===== src/rtl/pipe_rca.sv =====
// pipe_rca: streaming ripple-carry adder/subtractor. Each pipeline stage resolves
// SEG sum bits and hands its carry plus the untouched operand slices to the next stage.
module pipe_rca #(
    parameter int WIDTH = 16,
    parameter int SEG   = 4
) (
    input  logic             clk,
    input  logic             rst,
    input  logic             in_valid,
    output logic             in_ready,
    input  logic [WIDTH-1:0] a,
    input  logic [WIDTH-1:0] b,
    input  logic             cin,
    input  logic             sub,
    output logic             out_valid,
    input  logic             out_ready,
    output logic [WIDTH-1:0] s,
    output logic             cout,
    output logic             ovf
);
    localparam int STAGES = WIDTH / SEG;
    localparam int LAST   = STAGES - 1;

    if (WIDTH % SEG != 0) begin : g_bad_param
        $error("pipe_rca: WIDTH (%0d) must be a multiple of SEG (%0d)", WIDTH, SEG);
    end

    // Returns {carry_out, carry_in_of_top_bit ^ carry_out, sum} for one segment.
    function automatic logic [SEG+1:0] ripple(input logic [SEG-1:0] x,
                                              input logic [SEG-1:0] y,
                                              input logic           ci);
        logic [SEG-1:0] sum;
        logic           c;
        logic           cm;
        c  = ci;
        cm = ci;
        for (int i = 0; i < SEG; i++) begin
            cm     = c;
            sum[i] = x[i] ^ y[i] ^ c;
            c      = (x[i] & y[i]) | (c & (x[i] ^ y[i]));
        end
        return {c, cm ^ c, sum};
    endfunction

    logic [STAGES-1:0] vld_p;
    logic [STAGES-1:0] en;
    logic [STAGES-1:0] vsrc;
    logic              cy_p  [STAGES];
    logic              ov_p  [STAGES];
    logic [WIDTH-1:0]  sum_p [STAGES];
    logic [WIDTH-1:0]  a_p   [STAGES];
    logic [WIDTH-1:0]  b_p   [STAGES];

    logic [WIDTH-1:0]  sa    [STAGES];
    logic [WIDTH-1:0]  sb    [STAGES];
    logic [WIDTH-1:0]  ss    [STAGES];
    logic              sc    [STAGES];
    logic [WIDTH-1:0]  nsum  [STAGES];
    logic              ncy   [STAGES];
    logic              nov   [STAGES];

    // Stage inputs: stage 0 takes the ports, stage k takes register k-1.
    always_comb begin
        vsrc    = '0;
        vsrc[0] = in_valid;
        sa[0]   = a;
        sb[0]   = b ^ {WIDTH{sub}};
        ss[0]   = '0;
        sc[0]   = cin ^ sub;
        for (int k = 1; k < STAGES; k++) begin
            vsrc[k] = vld_p[k-1];
            sa[k]   = a_p[k-1];
            sb[k]   = b_p[k-1];
            ss[k]   = sum_p[k-1];
            sc[k]   = cy_p[k-1];
        end
    end

    always_comb begin
        logic [SEG+1:0] r;
        r = '0;
        for (int k = 0; k < STAGES; k++) begin
            r                     = ripple(sa[k][k*SEG +: SEG], sb[k][k*SEG +: SEG], sc[k]);
            nsum[k]               = ss[k];
            nsum[k][k*SEG +: SEG] = r[SEG-1:0];
            nov[k]                = r[SEG];
            ncy[k]                = r[SEG+1];
        end
    end

    // Load enables ripple backwards from the output handshake.
    always_comb begin
        logic e;
        en       = '0;
        e        = ~vld_p[LAST] | out_ready;
        en[LAST] = e;
        for (int k = LAST - 1; k >= 0; k--) begin
            e     = ~vld_p[k] | e;
            en[k] = e;
        end
    end

    always_ff @(posedge clk or posedge rst) begin
        if (rst) begin
            vld_p <= '0;
        end else begin
            for (int k = 0; k < STAGES; k++) begin
                if (en[k]) vld_p[k] <= vsrc[k];
            end
        end
    end

    always_ff @(posedge clk) begin
        for (int k = 0; k < STAGES; k++) begin
            if (en[k] && vsrc[k]) begin
                sum_p[k] <= nsum[k];
                a_p[k]   <= sa[k];
                b_p[k]   <= sb[k];
                cy_p[k]  <= ncy[k];
                ov_p[k]  <= nov[k];
            end
        end
    end

    // Data registers are not reset, so outputs are masked by the last valid bit.
    assign in_ready  = en[0];
    assign out_valid = vld_p[LAST];
    assign s         = out_valid ? sum_p[LAST] : '0;
    assign cout      = out_valid & cy_p[LAST];
    assign ovf       = out_valid & ov_p[LAST];

endmodule


===== config.mk =====
export PLATFORM = sky130hd
export DESIGN_NAME = pipe_rca
export DESIGN_NICKNAME = d
export VERILOG_FILES = /design/src/rtl/pipe_rca.sv
export SDC_FILE = /design/constraint.sdc
export NUM_CORES = 1
export LEC_CHECK = 0
export CORE_MARGIN = 2
export CORE_UTILIZATION = 50
export CTS_CLUSTER_SIZE = 16
export DETAILED_ROUTE_END_ITERATION = 7
export GPL_TIMING_DRIVEN = 0
export PLACE_DENSITY = 0.75
export SLEW_MARGIN = 20
export SYNTH_ARGS = -nofsm -noshare
export SYNTH_HDL_FRONTEND = slang
export SYNTH_SLANG_ARGS = --single-unit
export TNS_END_PERCENT = 30

===== constraint.sdc =====
create_clock -name clk -period 3.6 [get_ports clk]
set_input_delay 0.36 -clock clk [delete_from_list [all_inputs] [get_ports clk]]
set_output_delay 0.36 -clock clk [all_outputs]
set_load 0.005 [all_outputs]

* Word level (Yosys, flattened, before mapping)
Memories as Yosys holds them, arrays and structs flattened. Index checks and enable logic that the tools add are counted.
Storage, ports and cells: register bits after elaboration 4, bits in latches 0, memory bits (writable) 200, memory bits (read-only) 0, input port bits 38, word-level logic and storage cells 118, memories 5
Cells by class: add/subtract/negate cells 0, $mul 0, divide/modulo/power cells 0, magnitude comparators 0, eq/ne operators 0, shift-type cells 0, mux-type cells 9, bitwise gates (word level) 96, reduce and logical (&&, ||, !) cells 4
Memory list:
- a_p | words 4, bits a word 16, rd ports 3, clocked after memory_dff 0, wr ports 4, line 51 | logic [WIDTH-1:0] a_p [STAGES];
- b_p | words 4, bits a word 16, rd ports 3, clocked after memory_dff 0, wr ports 4, line 52 | logic [WIDTH-1:0] b_p [STAGES];
- sum_p | words 4, bits a word 16, rd ports 4, clocked after memory_dff 0, wr ports 4, line 50 | logic [WIDTH-1:0] sum_p [STAGES];
- cy_p | words 4, bits a word 1, rd ports 4, clocked after memory_dff 0, wr ports 4, line 48 | logic cy_p [STAGES];
- ov_p | words 4, bits a word 1, rd ports 1, clocked after memory_dff 0, wr ports 4, line 49 | logic ov_p [STAGES];
Operators by type and width (number):
- bitwise XOR 1 bit | 37
- bitwise AND 1 bit | 34
- bitwise OR 1 bit | 20
- two-way mux 16 bit | 1
- bitwise XOR 16 bit | 1
- two-way mux 1 bit | 8
- logical AND 1 bit | 4
- inverter 1 bit | 4

* Logic depth before layout (Yosys ltp)
Gate-level depths: netlist of the first run.
depth in word-level cells 11, depth in mapped cells 8, gate-level depth less buffers 8

* Worst setup path after synthesis of the first run
No wires, ideal clock.
path kind input to register, start point input port sub, end point memory sum_p[0][3] (data pin), library setup time 269 ps, arrival time 2354 ps, data required time 3331 ps, slack 977 ps, cell stages on the path 8, path buffers 2, cell sequence buf_6 -> buf_12 -> xnor2_1 -> fa_1 -> fa_1 -> fa_1 -> inv_1 -> fa_1
RTL lines:
- start: declaration | line 14 | input logic sub,
- end: declaration | line 50

==> out/metrics.cfg, run 1 <==
[outcome]
status = finished clean

[die]
die_h_um = 90.83
dieArea_mm2 = 0.008250
die_w_um = 90.83
start_util_pct = 51.70
rows = 31
core_mm2 = 0.007292
pin_count = 58

[clock_network]
clkLatencyLatePin_ns = 0.34
cts_buffers = 9
cts_hold_buf = 0
clkSlewWorstSetupHoldPaths_ns = 0.08
cts-htree-levels = 3
clockBufferDepth = 2
ctsRootBufferMaster = clkbuf_8
cts.repair.resized = 0
post-cts-setup-buffers = 0
cts.sink_count = 97
cts_tree = done

[yosys]
syn-instance-count = 203
yosysTopAreaCell = edfxtp_1
syn_area_mm2 = 0.003770
syn_nets = 257
ys_types = 19
yosysWarnings = 0
synthTopCellsByArea = edfxtp_1 74%, fa_1 8.5%, inv_1 3.8%, and2_1 3.2%, xor2_1 2.8%
synth_seq_cells = 97
synth_top_area_share_pct = 74.08
avgSynthCellArea_um2 = 18.57
yosysSeqAreaShare_pct = 76.73

[critical_path]
ff2ff_path_depth = 8
cp-startpoint = b[0]
crit_type = in2reg
endpoint = sum_p[0][3]$_DFFE_PP_
cp.arrival_ns = 2.58
cp_max_fo = 1
ff2ff_setup_slack_ns = 1.37
critPathLaunchType = input pin
r2r_start = a_p[2][12]$_DFFE_PP_
reg2reg_to = sum_p[3][15]$_DFFE_PP_
worstPathRequired_ns = 3.68
worstSetupEndpointType = register

[global_routing]
grt_pass1_vias = 1649
antenna_found_initial = 0
grt_pass1_wl_mm = 7.293
grt_start_max_net_pins = 27
grt_usage_pct = 11.59
grt.overflow.total = 0

[place]
hpwlAfterDp_mm = 3.160
place_congestion = 0.6982
numPortBuffers = 56
dp.cells = 361

[flow_run]
drv_cap = 0

[layout]
final_common_cell = edfxtp_1
antennaDiodeCount = 0
nNetsFinal = 327
multiInputGateArea_um2 = 701.9
final_cell_mix = 93 x edfxtp_1, 56 x clkdlybuf4s50_1, 38 x inv_1
regArea_mm2 = 0.002893
stdcell_count = 377
nFillCells = 556
synthToLayoutAreaGrowth_pct = 24.13
drive_above_1_share_pct = 8.633

[timing]
period_share_pct = 69.37
min_period_ns = 2.497
tightestPinTransition_ns = 0.7080
tns_ns = 0
finalSetupViolations = 0
fmax_ghz = 0.4004
drv_slew = 0
finalHoldViolations = 0
slew_headroom_pct = 52.80
rsz0062_at_grt = false
worst_clock_skew_ns = 0.005297

[power_and_ir_drop]
p_int_mw = 1.893
seqPwrFrac_pct = 61.6
power_density_mw_per_mm2 = 516.1
ir_drop_mv = 0.2175
p_clk_share_pct = 23.3
p_switching_mw = 0.5216
combPwrFrac_pct = 15.1
p_leak_nw = 1.773
switching_share_pct = 21.60

[detailed_routing]
drc_errors = 0
vias = 1601
wl_mm = 4.210
drt-pass1-iter-count = 4
dr.first_iter.drc_count = 64
ant_nets = 0
vias_per_cell = 4.247
wl_per_cell_um = 11.17

[hold_path]
worstHoldPathType = in2async

## cells by family (layout without fill, tap and decap cells)
family / Yosys count / after routing / share of synthesized area [%]
flip-flops: 97 / 97 / 76.73
buffers and inverters: 42 / 117 / 5.111
AND/OR/NAND/NOR: 26 / 26 / 4.481
XOR/XNOR: 18 / 18 / 4.381
adder cells (fa/ha/maj): 16 / 16 / 8.497
AO/OA/AOI/OAI: 4 / 4 / 0.7963
## worst min path at each step
stage	to	depth (start not counted)	slack (ns)	from
floorplan	vld_p[0]$_DFFE_PP0N_	1	0.13	rst
global placement	sum_p[2][5]$_DFFE_PP_	0	0.40	sum_p[1][5]$_DFFE_PP_
detailed placement	b_p[1][15]$_DFFE_PP_	0	0.40	b_p[0][15]$_DFFE_PP_
CTS	vld_p[1]$_DFFE_PP0P_	2	0.18	rst
global route	vld_p[0]$_DFFE_PP0N_	2	0.20	rst
finish	vld_p[1]$_DFFE_PP0P_	2	0.19	rst
## flip-flops by register name, indices dropped and copies added, names as in the netlist
name / cells
a_p: 24
b_p: 24
cy_p: 4
ov_p: 1
sum_p: 40
vld_p: 4
## layer usage
metal  share of wire, %  track usage (%)  vias to the layer above
met5                  0                0                        -
met4                2.8            7.955                        0
met3                5.1            2.755                       10
met2                 48            18.53                       53
met1                 44            13.99                      726
li1                   -                -                      812
## cell type report
cell class	count	area share, %
sequential	97	61.82
inverter	38	3.048
clock inverter	5	0.4813
timing repair buffer	59	13.13
buffer	4	1.070
tap	99	2.647
clock buffer	11	2.807
multi-input combinational	64	15.00
## cell usage after synthesis
library cell,number
a21boi_1,2
a21o_1,2
and2_1,19
and2b_1,1
and4b_4,1
buf_12,1
buf_4,1
buf_6,2
dfrtp_1,4
edfxtp_1,93
fa_1,16
inv_1,38
nand2_1,1
nand2b_1,2
nor2b_1,1
or2_1,1
xnor2_1,5
xor2_1,12
xor2_2,1
## power by group through the flow
stage	Clock (mW)	Combinational [mW]	Sequential [mW]
6_report	0.563	0.365	1.49
5_1_grt	0.630	0.413	1.50
4_1_cts	0.583	0.376	1.49
3_5_place_dp	0	0.376	1.52
3_3_place_gp	0	0.340	1.51
2_1_floorplan	0	0.186	1.50
## worst max-delay path, stage by stage
cell and delay, ns:
clkdlybuf4s50_1 0.41, xnor2_1 0.15, fa_1 0.41, fa_1 0.39, fa_1 0.37, inv_1 0.07, fa_1 0.42
## metrics by stage
| step | total power, mW | util, % | area (um^2) | setup WS (ns) | hold WS [ns] |
|---|---|---|---|---|---|
| after floorplan | 1.687 | - | 3770 | 0.9771 | 0.1261 |
| after global placement | 1.850 | 61.08 | 4454 | 0.2641 | 0.4028 |
| after detailed placement | 1.891 | 62.06 | 4526 | 0.7411 | 0.4045 |
| after CTS | 2.448 | 64.17 | 4679 | 1.125 | 0.1783 |
| after global routing | 2.546 | 64.17 | 4679 | 1.064 | 0.2039 |
| final | 2.415 | 64.17 | 4679 | 1.103 | 0.1890 |
No activity file was read; power rests on OpenSTA's default activity.
==> inputs of run 2 (changes only) <==
==> constraint.sdc (replaced) <==
create_clock -name clk -period 2.5 [get_ports clk]
set_input_delay 0.25 -clock clk [delete_from_list [all_inputs] [get_ports clk]]
set_output_delay 0.25 -clock clk [all_outputs]
set_load 0.005 [all_outputs]
==> run 2 against run 1 <==
  * Highest routed layer unchanged
  * Non-clock buffer count did not move
  * First-iteration DRC count rose by 53%
  * Total power rose by 53%
  * Worst hold slack got worse by 0.12 ns
  * Clock skew rose by 0.0034 ns
  * Setup slack got worse by 0.95 ns
  * Critical path type unchanged
  * Wire length rose by 2.6%
  * Global-route usage fell by 0.14 points
  * Sequential cell count did not move
==> out/metrics.cfg, run 2 (same netlist as run 1, synthesis figures left out) <==
[outcome]
status = finished clean  ; unchanged

[layout]
top_regs = sum_p x40, a_p x24, b_p x24  ; unchanged
drive_above_1_share_pct = 9.747  ; was 8.633%
final_cell_mix = 93 x edfxtp_1, 56 x clkdlybuf4s50_1, 38 x inv_1  ; unchanged
antennaDiodeCount = 0  ; unchanged
largest-register = sum_p  ; unchanged
final_common_cell = edfxtp_1  ; unchanged
synthToLayoutAreaGrowth_pct = 25.62  ; was 24.13%
nNetsFinal = 327  ; unchanged
regArea_mm2 = 0.002893  ; unchanged
multiInputGateArea_um2 = 704.4  ; was 701.9 um^2
final_util_pct = 64.95  ; was 64.17%
largest_reg_flops = 40  ; unchanged
nFillCells = 545  ; was 556

[timing]
drv_slew = 0  ; unchanged
tightestPinTransition_ns = 0.7181  ; was 0.7080 ns
slew_headroom_pct = 52.12  ; was 52.80%
finalSetupViolations = 0  ; unchanged
period_share_pct = 93.98
rsz0062_at_grt = false  ; unchanged
min_period_ns = 2.349
holdWs_ns = 0.07107  ; was 0.1890 ns
finalHoldViolations = 0  ; unchanged
worst_clock_skew_ns = 0.008729  ; was 0.005297 ns
fmax_ghz = 0.4256

[detailed_routing]
drt-pass1-iter-count = 4  ; unchanged
ant_nets = 0  ; unchanged
vias = 1632  ; was 1601
vias_per_cell = 4.340  ; was 4.247
drc_errors = 0  ; unchanged
wl_per_cell_um = 11.49  ; was 11.17 um
wl_mm = 4.320  ; was 4.210 mm
dr.first_iter.drc_count = 98  ; was 64

[critical_path]
cp.arrival_ns = 2.44  ; was 2.58 ns
r2r_start = a_p[2][12]$_DFFE_PP_  ; unchanged
critPathLaunchType = input pin  ; unchanged
cp-startpoint = b[0]  ; unchanged
crit_type = in2reg  ; unchanged
worstSetupEndpointType = register  ; unchanged
worstPathRequired_ns = 2.59  ; was 3.68 ns
cp_max_fo = 1  ; unchanged

[clock_network]
clockBufferDepth = 2  ; unchanged
ctsRootBufferMaster = clkbuf_8  ; unchanged
cts-htree-levels = 3  ; unchanged
cts.sink_count = 97  ; unchanged
cts_hold_buf = 0  ; unchanged
cts_tree = done  ; unchanged
cts.repair.resized = 0  ; unchanged
clkSlewWorstSetupHoldPaths_ns = 0.09  ; was 0.08 ns
cts_buffers = 9  ; unchanged
post-cts-setup-buffers = 0  ; unchanged
clkLatencyLatePin_ns = 0.35  ; was 0.34 ns

[power_and_ir_drop]
p_switching_mw = 0.7734  ; was 0.5216 mW
p_leak_nw = 1.789  ; was 1.773 nW
power_density_mw_per_mm2 = 781.5  ; was 516.1 mW/mm^2
p_clk_share_pct = 27.9  ; was 23.3%
ir_drop_mv = 0.3452  ; was 0.2175 mV
p_int_mw = 2.928  ; was 1.893 mW
switching_share_pct = 20.90  ; was 21.60%
combPwrFrac_pct = 14.2  ; was 15.1%
seqPwrFrac_pct = 57.9  ; was 61.6%

[global_routing]
grt_pass1_vias = 1658  ; was 1649
antenna_found_initial = 0  ; unchanged
grt_usage_pct = 11.44  ; was 11.59%
grt.overflow.total = 0  ; unchanged
grt_pass1_wl_mm = 7.189  ; was 7.293 mm
grt_start_max_net_pins = 27  ; unchanged

[hold_path]
worstHoldPathType = in2async  ; unchanged

[die]
pin_count = 58  ; unchanged
core_mm2 = 0.007292  ; unchanged
start_util_pct = 51.70  ; unchanged
die_w_um = 90.83  ; unchanged
dieArea_mm2 = 0.008250  ; unchanged
die_h_um = 90.83  ; unchanged
rows = 31  ; unchanged

[flow_run]
drv_cap = 0  ; unchanged

[place]
place_congestion = 0.7001  ; was 0.6982
numPortBuffers = 56  ; unchanged
hpwlAfterDp_mm = 3.225  ; was 3.160 mm

==> run 2: cell types whose count changed in the layout (fill, tap and decap cells not counted), sizes merged <==
cell / previous run / this run
bufinv: 0 / 2
clkinv: 5 / 2
clkbuf: 11 / 9
clkinvlp: 0 / 2
==> run 2: worst max-delay path: stages <==
cell             delay (ns)
clkdlybuf4s50_1        0.41
xnor2_1                0.15
fa_1                   0.42
fa_2                   0.35
fa_1                   0.37
inv_1                  0.07
fa_1                   0.42
==> run 2: power by group through the flow <==
stage               logic, mW  registers (mW)  clock network (mW)
floorplan               0.269            2.16                   0
global placement        0.492            2.17                   0
detailed placement      0.537            2.18                   0
CTS                     0.538            2.15                1.07
global route            0.591            2.17                1.13
finish                  0.525            2.14                1.03
==> run 2: area by class of cell <==
class                   count  area share [%]
flip-flops and latches     97           61.08
repair buffers             59           12.97
inverters                  38           3.012
clock inverters             6           1.770
well taps                  99           2.616
plain buffers               4           1.057
multi-input cells          64           14.87
clock buffers               9           2.616
==> run 2: worst paths after layout <==
path	to	depth (start not counted)	slack [ns]
setup / recovery	sum_p[0][3]$_DFFE_PP_	7	0.15
hold / removal	vld_p[0]$_DFFE_PP0N_	2	0.07
setup reg to reg	sum_p[3][15]$_DFFE_PP_	8	0.26
hold reg to reg	sum_p[2][1]$_DFFE_PP_	0	0.42
max in group asynchronous	vld_p[1]$_DFFE_PP0P_	2	2.28
min in group clk	b_p[0][13]$_DFFE_PP_	2	0.27
==> run 2: per-stage QoR <==
step	total power [mW]	instance area (um^2)	instances	setup TNS [ns]	setup WS, ns
global placement	2.666	4457	358	-34.99	-0.7305
global route	3.887	4736	376	0	0.1002
CTS	3.753	4736	376	0	0.1678
finish	3.701	4736	376	0	0.1506
detailed placement	2.720	4528	361	-0.2146	-0.2146
floorplan	2.430	3772	203	0	0.02494
==> run 2: per-layer routing <==
layer / track usage [%] / share of wire (%) / up-vias
met5: 0 / 0 / -
met4: 9.343 / 3.4 / 0
met3: 2.671 / 5.8 / 11
met2: 18.66 / 49 / 51
met1: 12.83 / 42 / 758
li1: - / - / 812
==> inputs of run 3 (changes only) <==
--- a/config.mk
+++ b/config.mk
@@ -5,12 +5,14 @@
 export SDC_FILE = /design/constraint.sdc
 export NUM_CORES = 1
 export LEC_CHECK = 0
+export CORE_ASPECT_RATIO = 1.1
 export CORE_MARGIN = 2
 export CORE_UTILIZATION = 50
 export CTS_CLUSTER_SIZE = 16
 export DETAILED_ROUTE_END_ITERATION = 7
 export GPL_TIMING_DRIVEN = 0
 export PLACE_DENSITY = 0.75
+export RECOVER_POWER = 25
 export SLEW_MARGIN = 20
 export SYNTH_ARGS = -nofsm -noshare
 export SYNTH_HDL_FRONTEND = slang
==> run 3 against run 2 <==
  * Wire length fell by 1.2%
  * Register-to-register slack got worse by 0.02 ns
  * First-iteration DRC count fell by 40%
  * Final area fell by 0.13%
  * Non-clock buffer count is the same
  * Clock skew about the same
  * Fmax down 0.95%
  * Combinational power is 1% lower
  * Critical path depth unchanged
  * Count of clock-buffer cells in the layout rose by 2
  * Largest power group unchanged
==> out/metrics.cfg, run 3 (same netlist as run 1, synthesis figures left out) <==
[timing]
holdWs_ns = 0.2113  ; was 0.07107 ns
fmax_ghz = 0.4216  ; was 0.4256 GHz
finalHoldViolations = 0  ; unchanged
tns_ns = 0  ; unchanged
finalSetupViolations = 0  ; unchanged
min_period_ns = 2.372  ; was 2.349 ns
slew_headroom_pct = 52.18  ; was 52.12%
period_share_pct = 94.88  ; was 93.98%
tightestPinTransition_ns = 0.7173  ; was 0.7181 ns
drv_slew = 0  ; unchanged
rsz0062_at_grt = false  ; unchanged
worst_clock_skew_ns = 0.009219  ; was 0.008729 ns

[critical_path]
cp_max_fo = 1  ; unchanged
crit_type = in2reg  ; unchanged
worstPathRequired_ns = 2.58  ; was 2.59 ns
critPathLaunchType = input pin  ; unchanged
ff2ff_path_depth = 8  ; unchanged
worstSetupEndpointType = register  ; unchanged
cp.arrival_ns = 2.45  ; was 2.44 ns

[global_routing]
grt_start_max_net_pins = 27  ; unchanged
grt_pass1_vias = 1568  ; was 1658
grt_pass1_wl_mm = 6.996  ; was 7.189 mm
antenna_found_initial = 0  ; unchanged
grt_usage_pct = 11.68  ; was 11.44%
grt.overflow.total = 0  ; unchanged

[clock_network]
post-cts-setup-buffers = 0  ; unchanged
ctsRootBufferMaster = clkbuf_8  ; unchanged
clockBufferDepth = 2  ; unchanged
cts_tree = done  ; unchanged
cts_hold_buf = 0  ; unchanged
clkSlewWorstSetupHoldPaths_ns = 0.09  ; about the same
cts_buffers = 9  ; unchanged
clkLatencyLatePin_ns = 0.34  ; was 0.35 ns
cts-htree-levels = 3  ; unchanged
cts.repair.resized = 0  ; unchanged
cts.sink_count = 97  ; unchanged

[die]
dieArea_mm2 = 0.008251  ; was 0.008250 mm^2
die_w_um = 86.79  ; was 90.83 um
pin_count = 58  ; unchanged
rows = 33  ; was 31
core_mm2 = 0.007391  ; was 0.007292 mm^2
start_util_pct = 51.01  ; was 51.70%
die_h_um = 95.07  ; was 90.83 um

[place]
placed_area_mm2 = 0.004509  ; was 0.004528 mm^2
hpwlAfterDp_mm = 3.231  ; was 3.225 mm
place_congestion = 0.6993  ; was 0.7001
numPortBuffers = 56  ; unchanged

[detailed_routing]
vias = 1628  ; was 1632
dr.first_iter.drc_count = 59  ; was 98
vias_per_cell = 4.460  ; was 4.340
drc_errors = 0  ; unchanged
wl_per_cell_um = 11.69  ; was 11.49 um
wl_mm = 4.267  ; was 4.320 mm
drt-pass1-iter-count = 4  ; unchanged
ant_nets = 0  ; unchanged

[layout]
multiInputGateArea_um2 = 704.4  ; unchanged
final_common_cell = edfxtp_1  ; unchanged
nFillCells = 529  ; was 545
design_area_mm2 = 0.004730  ; was 0.004736 mm^2
synthToLayoutAreaGrowth_pct = 25.46  ; was 25.62%
final_util_pct = 63.99  ; was 64.95%
drive_above_1_share_pct = 10.07  ; was 9.747%
final_cell_mix = 93 x edfxtp_1, 43 x clkdlybuf4s50_1, 38 x inv_1  ; was 93 x edfxtp_1, 56 x clkdlybuf4s50_1, 38 x inv_1
largest_reg_flops = 40  ; unchanged
antennaDiodeCount = 0  ; unchanged
regArea_mm2 = 0.002893  ; unchanged
largest-register = sum_p  ; unchanged
top_regs = sum_p x40, a_p x24, b_p x24  ; unchanged
nNetsFinal = 327  ; unchanged

[power_and_ir_drop]
power_density_mw_per_mm2 = 790.3  ; was 781.5 mW/mm^2
p_leak_nw = 1.806  ; was 1.789 nW
ir_drop_mv = 0.4612  ; was 0.3452 mV

[outcome]
status = finished clean  ; unchanged

[flow_run]
drv_cap = 0  ; unchanged

[hold_path]
worstHoldPathType = in2async  ; unchanged

## run 3: cell count changes in the layout (fill, tap and decap cells not counted), sizes merged
cell,previous run,this run
inv,38,39
dlygate4sd3,0,13
clkbuf,9,11
clkdlybuf4s50,56,43
clkinvlp,2,0
## run 3: worst max-delay path, stage by stage
cell             delay, ns
clkdlybuf4s50_1       0.42
xnor2_1               0.15
fa_1                  0.42
fa_2                  0.35
fa_1                  0.37
inv_1                 0.07
fa_1                  0.42
## run 3: report_power, final
| part | switching [mW] | internal (mW) | leakage (nW) | total, mW |
|---|---|---|---|---|
| registers | 0.0588 | 2.08 | 0.944 | 2.14 |
| logic | 0.229 | 0.288 | 0.748 | 0.518 |
| clock network | 0.488 | 0.592 | 0.114 | 1.08 |
## run 3: worst paths after layout
check | start | end | slack [ns]
max | b[0] | sum_p[0][3]$_DFFE_PP_ | 0.13
min | rst | vld_p[1]$_DFFE_PP0P_ | 0.21
max reg2reg | a_p[2][12]$_DFFE_PP_ | sum_p[3][15]$_DFFE_PP_ | 0.24
min reg2reg | sum_p[2][4]$_DFFE_PP_ | sum_p[3][4]$_DFFE_PP_ | 0.42
max in group asynchronous | rst | vld_p[3]$_DFFE_PP0P_ | 2.14
min in group clk | sub | b_p[0][12]$_DFFE_PP_ | 0.27
## run 3: layout make-up
class | count | area share (%)
Buffer | 4 | 1.058
Clock buffer | 11 | 2.989
Clock inverter | 5 | 1.667
Inverter | 38 | 3.016
Multi-Input combinational cell | 64 | 14.89
Sequential cell | 97 | 61.16
Tap cell | 87 | 2.302
Timing Repair Buffer | 59 | 12.91
## run 3: metal layers
| layer | up-vias | wire [um] | track usage, % |
|---|---|---|---|
| li1 | 813 | - | - |
| met1 | 760 | 1680 | 12.79 |
| met2 | 48 | 2312 | 20.04 |
| met3 | 7 | 189 | 3.377 |
| met4 | 0 | 84 | 7.031 |
| met5 | - | 0 | 0 |
## run 3: metrics by stage
| stage | setup WS, ns | power, mW | cells |
|---|---|---|---|
| final | 0.1281 | 3.738 | 365 |
| after global routing | 0.05810 | 3.927 | 365 |
| after CTS | 0.1222 | 3.782 | 365 |
| after detailed placement | -0.2530 | 2.718 | 349 |
| after global placement | -0.7301 | 2.660 | 346 |
| after floorplan | 0.02494 | 2.430 | 203 |
